[src/rtl/imem_loader.sv]
// Framed byte-stream loader for the instruction memory.
// Holds the core in reset until a checksummed frame has been written.
module imem_loader #(
    parameter int ADDR_W  = 7,
    parameter int TIMEOUT = 50000
) (
    input  logic              clk,
    input  logic              reset,
    input  logic              start,
    input  logic [7:0]        in_byte,
    input  logic              in_valid,
    output logic              in_ready,
    output logic              mem_we,
    output logic [ADDR_W-1:0] mem_waddr,
    output logic [31:0]       mem_wdata,
    output logic              core_reset,
    output logic              busy,
    output logic              done,
    output logic              error,
    output logic [1:0]        err_code,
    output logic [ADDR_W:0]   words_written
);

    localparam int DEPTH = 1 << ADDR_W;
    localparam int TW    = $clog2(TIMEOUT + 1);

    localparam logic [7:0] SYNC_BYTE = 8'hA5;

    localparam logic [1:0] E_NONE  = 2'd0;
    localparam logic [1:0] E_COUNT = 2'd1;
    localparam logic [1:0] E_SUM   = 2'd2;
    localparam logic [1:0] E_TMO   = 2'd3;

    typedef enum logic [2:0] {
        S_IDLE,
        S_SYNC,
        S_COUNT,
        S_DATA,
        S_WRITE,
        S_CHECK,
        S_DONE,
        S_ERROR
    } state_t;

    state_t            state_q;
    logic              mem_we_q;
    logic [ADDR_W-1:0] mem_waddr_q;
    logic [31:0]       mem_wdata_q;
    logic              core_reset_q;
    logic              busy_q;
    logic              done_q;
    logic              error_q;
    logic [1:0]        err_code_q;
    logic [ADDR_W:0]   words_q;
    logic [ADDR_W:0]   count_q;
    logic [1:0]        idx_q;
    logic [23:0]       word_q;
    logic [7:0]        sum_q;
    logic [TW-1:0]     tmo_q;

    logic              accept;
    logic              count_bad;
    logic              tmo_run;
    logic              tmo_hit;
    logic              frame_end;
    logic [31:0]       word_d;
    logic [7:0]        sum_d;

    // Byte acceptance is only offered in the receive states.
    always_comb begin
        in_ready = 1'b0;
        tmo_run  = 1'b0;
        unique case (state_q)
            S_SYNC: begin
                in_ready = 1'b1;
            end
            S_COUNT, S_DATA, S_CHECK: begin
                in_ready = 1'b1;
                tmo_run  = 1'b1;
            end
            default: begin
                in_ready = 1'b0;
                tmo_run  = 1'b0;
            end
        endcase
    end

    assign accept    = in_valid && in_ready;
    assign count_bad = (in_byte == 8'd0)
                    || ({24'd0, in_byte} > 32'(DEPTH));
    assign tmo_hit   = tmo_run && !accept
                    && (tmo_q == TW'(TIMEOUT - 1));
    assign frame_end = (words_q == count_q);
    assign word_d    = {in_byte, word_q};
    assign sum_d     = sum_q + in_byte;

    assign mem_we        = mem_we_q;
    assign mem_waddr     = mem_waddr_q;
    assign mem_wdata     = mem_wdata_q;
    assign core_reset    = core_reset_q;
    assign busy          = busy_q;
    assign done          = done_q;
    assign error         = error_q;
    assign err_code      = err_code_q;
    assign words_written = words_q;

    // Load sequencer: frame parsing, word writes and status flags.
    always_ff @(posedge clk or posedge reset) begin
        if (reset) begin
            state_q      <= S_IDLE;
            mem_we_q     <= 1'b0;
            mem_waddr_q  <= '0;
            mem_wdata_q  <= '0;
            core_reset_q <= 1'b1;
            busy_q       <= 1'b0;
            done_q       <= 1'b0;
            error_q      <= 1'b0;
            err_code_q   <= E_NONE;
            words_q      <= '0;
            count_q      <= '0;
            idx_q        <= '0;
            word_q       <= '0;
            sum_q        <= '0;
            tmo_q        <= '0;
        end else begin
            mem_we_q <= 1'b0;

            // Idle gap counter; any accepted byte or other state clears it.
            if (tmo_run && !accept) begin
                tmo_q <= tmo_q + 1'b1;
            end else begin
                tmo_q <= '0;
            end

            unique case (state_q)
                S_IDLE, S_DONE, S_ERROR: begin
                    if (start) begin
                        state_q      <= S_SYNC;
                        core_reset_q <= 1'b1;
                        busy_q       <= 1'b1;
                        done_q       <= 1'b0;
                        error_q      <= 1'b0;
                        err_code_q   <= E_NONE;
                        words_q      <= '0;
                        mem_waddr_q  <= '0;
                        sum_q        <= '0;
                        idx_q        <= '0;
                    end
                end

                S_SYNC: begin
                    if (accept && (in_byte == SYNC_BYTE)) begin
                        state_q <= S_COUNT;
                    end
                end

                S_COUNT: begin
                    if (tmo_hit) begin
                        state_q    <= S_ERROR;
                        busy_q     <= 1'b0;
                        error_q    <= 1'b1;
                        err_code_q <= E_TMO;
                    end else if (accept) begin
                        if (count_bad) begin
                            state_q    <= S_ERROR;
                            busy_q     <= 1'b0;
                            error_q    <= 1'b1;
                            err_code_q <= E_COUNT;
                        end else begin
                            state_q <= S_DATA;
                            count_q <= (ADDR_W + 1)'(in_byte);
                            idx_q   <= '0;
                        end
                    end
                end

                S_DATA: begin
                    if (tmo_hit) begin
                        state_q    <= S_ERROR;
                        busy_q     <= 1'b0;
                        error_q    <= 1'b1;
                        err_code_q <= E_TMO;
                    end else if (accept) begin
                        sum_q <= sum_d;
                        idx_q <= idx_q + 1'b1;
                        if (idx_q == 2'd3) begin
                            state_q     <= S_WRITE;
                            mem_we_q    <= 1'b1;
                            mem_waddr_q <= words_q[ADDR_W-1:0];
                            mem_wdata_q <= word_d;
                            words_q     <= words_q + 1'b1;
                        end else begin
                            word_q[8*idx_q +: 8] <= in_byte;
                        end
                    end
                end

                S_WRITE: begin
                    state_q <= frame_end ? S_CHECK : S_DATA;
                end

                S_CHECK: begin
                    if (tmo_hit) begin
                        state_q    <= S_ERROR;
                        busy_q     <= 1'b0;
                        error_q    <= 1'b1;
                        err_code_q <= E_TMO;
                    end else if (accept) begin
                        busy_q <= 1'b0;
                        if (in_byte == sum_q) begin
                            state_q      <= S_DONE;
                            done_q       <= 1'b1;
                            core_reset_q <= 1'b0;
                        end else begin
                            state_q    <= S_ERROR;
                            error_q    <= 1'b1;
                            err_code_q <= E_SUM;
                        end
                    end
                end

                default: begin
                    state_q <= S_IDLE;
                end
            endcase
        end
    end

endmodule

[config.mk]
export PLATFORM = sky130hd
export DESIGN_NAME = imem_loader
export DESIGN_NICKNAME = d
export VERILOG_FILES = /design/src/rtl/imem_loader.sv
export SDC_FILE = /design/constraint.sdc
export NUM_CORES = 1
export LEC_CHECK = 0
export BUFFER_PORTS_ARGS = -buffer_cell sky130_fd_sc_hd__buf_2
export CORE_MARGIN = 2
export CORE_UTILIZATION = 25
export CTS_BUF_LIST = sky130_fd_sc_hd__clkbuf_4 sky130_fd_sc_hd__clkbuf_8
export CTS_CLUSTER_SIZE = 40
export DETAILED_ROUTE_END_ITERATION = 7
export HOLD_SLACK_MARGIN = 0.15
export PLACE_DENSITY = 0.52
export SKIP_LAST_GASP = 1
export SYNTH_ARGS = -nofsm -noshare
export SYNTH_HDL_FRONTEND = slang
export SYNTH_SLANG_ARGS = --single-unit
[constraint.sdc]
create_clock -name clk -period 4.18 [get_ports clk]
set_input_delay 0.627 -clock clk [delete_from_list [all_inputs] [get_ports clk]]
set_output_delay 0.627 -clock clk [all_outputs]
set_load 0.1 [all_outputs]
==> results.md, run 1 <==
- Status: finished clean
- Ant. Diodes: 0
- Design area: 0.006477 mm^2
- Antenna violations before repair: 0
- Detail Placement HPWL: 8771 um
- First-pass GRT wire length: 21,500 um
- Final layout net count: 659
- Hold Vio Cnt, Final: 0
- Core Util, Final: 30.62%
- Floorplan row count: 53
- Drt drc: 0
- Pwr Density: 622.5 mW/mm^2
- Worst Path Buf+Inv: 1
- Cells after synthesis: 565
- DRT iter0 DRCs: 335
- Fmax: 0.3695 GHz
- Hold_buf cts: 0
- H-tree levels: 4
- EDFF count, synth: 0
- GPL Wtd Cong: 0.8429
- Clk Latency, worst-skew pair: 0.44 ns
- WP data required: 3.55 ns
- GRT Total Usage: 12.18%
- Post-DRT Antenna Nets: 0
- Distinct cells, synth: 61
- Slowest library cell on the worst path: dfrtp_1
- Total iterations of the first detailed-routing run: 4
- CP Capture Type: output port
- PostCTS Resize Cnt: 0
- I/O Buffers: 66
- FFs w/ async S/R, synth: 100.0%
- Crit path DAT: 2.08 ns
- Num Clock Sinks: 115
- CTS tree: built
- Post-DR vias/cell: 4.458
- Max stage delay on crit path: 0.73 ns
- Crit path max-delay family: flip-flops
- Peak supply drop: 0.2567 mV
- Synthesized Nets: 592
- Initial Utilization: 25.62%
- Worst Setup Start Kind: register
- Leak Pwr: 0.003209 uW
- Sequential area share after synthesis: 53.12%
- Final WL: 12,990 um
- Die W: 151.2 um
- WHS: 0.2954 ns
- Final min period: 2.706 ns
- RSZ-0062 raised after global routing: no
- Pin count of the biggest net entering global routing: 59
- Drt wl/cell: 14.12 um
- Worst-margin pin slew: 1.061 ns
- GR Overflow Total: 0
- Total number of vias: 4,101
- Final setup viols: 0
- Seq cells post-synth: 115
- Max-slew violations: 0
- Die area: 0.02288 mm^2
- Setup tns final: 0 ns
- Clock transition at path regs: 0.08 ns
- Core Area: 0.02115 mm^2
- Most used DFF post-synth: dfrtp_1
- Critical path cell sequence: nand2b_1 > o21ai_0 > buf_2
- Ys Warns: 0
- I/O Pins: 67
- Longest Clk Path Bufs: 2
- Share of post-route cells with drive strength above 1: 18.45%
- Layout area overhead: 19.51%
- Hold crit path type: primary input to asynchronous set/reset pin
- Post-CTS Setup Bufs: 0
- # Max-Cap Violations: 0
- Placement Cell Area: 0.006035 mm^2
- Max FO, Critical Path: 22
- Die height: 151.2 um
- Fin crit share: 64.74%
- CTS Buf Count: 17
- CP Class: register to output port
- Clk root buf: clkbuf_8
- Mapped cell area: 0.005420 mm^2
- Syn Area/Cell: 9.593 um^2
- Max transition margin: 29.08%
- Worst Skew: 0.01898 ns
- Vias in the first global route: 4,100
==> final timing paths <==
check                           start            end  slack, ns  cells past startpoint
max                        state_q[1]       in_ready       1.47                      3
max reg2reg                state_q[1]     word_q[11]       1.79                      6
min reg2reg                 word_q[8]   mem_wdata[8]       0.47                      2
min                             reset  mem_wdata[26]       0.30                      2
min in group clk            word_q[8]   mem_wdata[8]       0.47                      2
max in group asynchronous       reset     core_reset       3.07                      3
==> cells in the mapped netlist (all sizes together), types with 5 or more instances <==
cell type | count | area (um^2)
a21o | 6 | 45.04
a21oi | 17 | 85.08
a22o | 11 | 96.34
and3 | 7 | 46.29
and4 | 5 | 43.79
buf | 12 | 63.81
clkbuf | 10 | 41.29
dfrtp | 114 | 2853
ha | 14 | 175.2
inv | 11 | 41.29
mux2 | 9 | 105.1
nand2 | 177 | 666.9
nand3 | 15 | 87.59
nor2 | 31 | 116.4
nor3 | 5 | 25.02
o21ai | 40 | 211.5
xnor2 | 6 | 52.55
xor2 | 28 | 245.2
==> power by group <==
part / total (uW) / switching (uW) / internal, uW
sequential: 1480 / 186 / 1290
clock: 1160 / 499 / 663
combinational: 1390 / 995 / 396
==> logic make-up (layout without fill, tap and decap cells) <==
kind of cell / Yosys count / after routing / synth area share, %
mux: 9 / 9 / 1.939
xor+xnor: 34 / 34 / 5.494
compound gates: 91 / 91 / 10.85
fa+ha+maj: 15 / 15 / 3.601
simple gates: 268 / 268 / 22.30
flops: 115 / 115 / 53.12
buf+inv: 33 / 113 / 2.701
==> flip-flops by register name (all words and copies together) (netlist names) <==
| signal | flops |
|---|---|
| error | 1 |
| core_reset | 1 |
| words_written | 8 |
| word_q | 24 |
| idx_q | 2 |
| tmo_q | 16 |
| mem_we | 1 |
| sum_q | 8 |
| busy | 1 |
| mem_waddr | 7 |
| state_q | 3 |
| mem_wdata | 32 |
| err_code | 2 |
| done | 1 |
| count_q | 8 |
==> layout by cell type (no fill, tap or decap), types with 6 or more instances in the layout <==
master,Yosys,final
nand3_1,14,14
mux2_1,7,7
o21ai_0,39,39
nor2_1,31,31
nand2_1,176,176
xnor2_1,6,6
xor2_1,28,28
a22o_1,11,11
a21o_1,6,6
clkbuf_8,0,17
dfrtp_1,114,114
inv_1,9,8
ha_1,14,14
a21oi_1,17,17
buf_2,9,66
==> through the flow <==
step,power (uW),instances,worst slack (ns)
2_1_floorplan,2605,565,0.5106
3_3_place_gp,2900,888,1.419
3_5_place_dp,2896,888,1.416
4_1_cts,4078,920,1.416
5_1_grt,4279,920,1.325
6_report,4032,920,1.474
==> worst register-to-register path, delay by kind of cell (launching register included) <==
| family | cells | cell delay [ns] |
|---|---|---|
| AND/OR/NAND/NOR | 5 | 1.44 |
| flip-flops | 1 | 0.73 |
| AO/OA/AOI/OAI | 1 | 0.10 |
==> layout make-up <==
| type | count | area, um^2 |
|---|---|---|
| fill | 2226 | 14680 |
| inverter | 11 | 43.79 |
| clock inverter | 14 | 201.4 |
| timing repair buffer | 70 | 372.9 |
| tap | 275 | 344.1 |
| multi-input combinational | 417 | 2395 |
| clock buffer | 18 | 241.5 |
| sequential | 115 | 2879 |
==> routing by layer <==
metal / GRT usage (%) / vias up / wire length (um)
li1: - / 2043 / -
met1: 17.13 / 1980 / 6574
met2: 17.76 / 72 / 5800
met3: 3.404 / 6 / 495
met4: 4.486 / 0 / 121
met5: 0 / - / 0
No activity file was read; power rests on OpenSTA's default activity.
==> inputs of run 2 (changes only) <==
==> constraint.sdc (replaced) <==
create_clock -name clk -period 2.8 [get_ports clk]
set_input_delay 0.42 -clock clk [delete_from_list [all_inputs] [get_ports clk]]
set_output_delay 0.42 -clock clk [all_outputs]
set_load 0.1 [all_outputs]
==> run 2 against run 1 <==
Effect of this change: core utilization rose by 0.24 points; die area did not move; final cell count rose by 0.98%; via count fell by 1.0%; sequential share of layout area fell by 0.35 points; critical endpoint unchanged; largest power group unchanged.
==> results.md, run 2 (synthesis results as in run 1) <==
- Status: finished clean
- Clk root buf: clkbuf_8
- Post-CTS Setup Bufs: 0
- Final Worst Setup Slack: 0.3627 ns
- Antenna violations before repair: 0
- P_sw: 2495 uW
- Max transition margin: 51.46%
- Final layout net count: 668
- Core Area: 0.02115 mm^2
- Clock transition at path regs: 0.07 ns
- CP Capture Type: output port
- Drt drc: 0
- Register share of total power: 36.8%
- CTS Buf Count: 17
- Design area: 0.006529 mm^2
- Longest Clk Path Bufs: 2
- Ant. Diodes: 0
- Hold_buf cts: 0
- Peak supply drop: 0.4932 mV
- Switching portion of total power: 41.77%
- WP data required: 2.38 ns
- Max reg flops: 32
- Total iterations of the first detailed-routing run: 4
- Post-DRT Antenna Nets: 0
- Die W: 151.2 um
- Vias in the first global route: 4,051
- Final min period: 2.437 ns
- CP Class: register to output port
- Most frequent cells in the layout: nand2_1, dfrtp_1, buf_2
- DRT iter0 DRCs: 180
- Fin crit share: 87.05%
- Int Power: 3477 uW
- Crit path DAT: 2.02 ns
- Final WL: 13,020 um
- GRT Total Usage: 12.16%
- Die area: 0.02288 mm^2
- Fillers: 2,247
- Hold crit path type: primary input to asynchronous set/reset pin
- First-pass GRT wire length: 21,290 um
- Max FO, Critical Path: 18
- Leak Pwr: 0.003245 uW
- Fmax: 0.4103 GHz
- Floorplan row count: 53
- Total Power: 5972 uW
- Logic gate share of total power: 35.7%
- PostCTS Resize Cnt: 0
- Total number of vias: 4,060
- I/O Buffers: 66
- H-tree levels: 4
- Drt wl/cell: 14.02 um
- I/O Pins: 67
- # Max-Cap Violations: 0
- Worst-margin pin slew: 0.7266 ns
- Worst Setup Start Kind: register
- GR Overflow Total: 0
- Share of post-route cells with drive strength above 1: 19.57%
- Num Clock Sinks: 115
- Register area: 0.002879 mm^2
- Detail Placement HPWL: 8776 um
- Initial Utilization: 25.62%
- Setup slack at placement: 0.3126 ns
- Commonest non-fill, non-tap cell in the layout: nand2_1
- Clk Latency, worst-skew pair: 0.44 ns
- Multi-input gate area: 0.002395 mm^2
- CTS tree: built
- Hold Vio Cnt, Final: 0
- Max-slew violations: 0
- RSZ-0062 raised after global routing: no
- Die height: 151.2 um
- Clock share of power: 27.5%
- Worst Skew: 0.009486 ns
- Layout area overhead: 20.45%
- Final setup viols: 0
- Setup tns final: 0 ns
- Pin count of the biggest net entering global routing: 116
- Placement Cell Area: 0.006103 mm^2
- GPL Wtd Cong: 0.7640
- Pwr Density: 914.7 mW/mm^2
- Post-DR vias/cell: 4.370
run 2: metal layers:
metal	vias up	global-route usage, %	part of all wire, %	wire length (um)
met5	-	0	0	0
met4	0	4.346	1.2	157
met3	11	4.006	4.6	605
met2	60	18.10	44	5784
met1	1933	16.48	50	6473
li1	2056	-	-	-
run 2: final cells by class:
cell class	count	share of cell area [%]
repair buffers	79	6.746
clock buffers	18	3.795
well taps	275	5.270
inverters	11	0.6899
multi-input cells	417	36.68
flip-flops and latches	115	44.10
clock inverters	14	2.721
run 2: power groups by stage:
stage                     logic, uW  registers [uW]  clock network (uW)
after floorplan                1200            2700                   0
after global placement         2150            2220                   0
after global routing           2340            2240                1780
after detailed placement       2140            2220                   0
final                          2130            2200                1640
after CTS                      2150            2190                1700
run 2: final timing paths:
| path | to | cells past startpoint | start | slack (ns) |
|---|---|---|---|---|
| setup reg to reg | err_code[0] | 7 | sum_q[2] | 0.48 |
| setup / recovery | in_ready | 3 | state_q[2] | 0.36 |
| hold reg to reg | tmo_q[0] | 1 | tmo_q[0] | 0.47 |
| min in group clk | mem_wdata[29] | 3 | in_byte[5] | 0.31 |
| hold / removal | mem_wdata[19] | 3 | reset | 0.17 |
| max in group asynchronous | tmo_q[11] | 3 | reset | 2.18 |
run 2: metrics by stage:
stage               utilization, %  instances  hold WS, ns
floorplan                        -        565       0.4331
global placement             28.85        897       0.4550
detailed placement           28.85        897       0.4569
CTS                          30.86        929       0.1819
global route                 30.86        929       0.1981
finish                       30.86        929       0.1665
run 2: critical path: stages, from the launching register on:
cell and delay [ns]:
dfrtp_1 0.57, nand2b_1 0.34, o21ai_1 0.20, buf_2 0.47
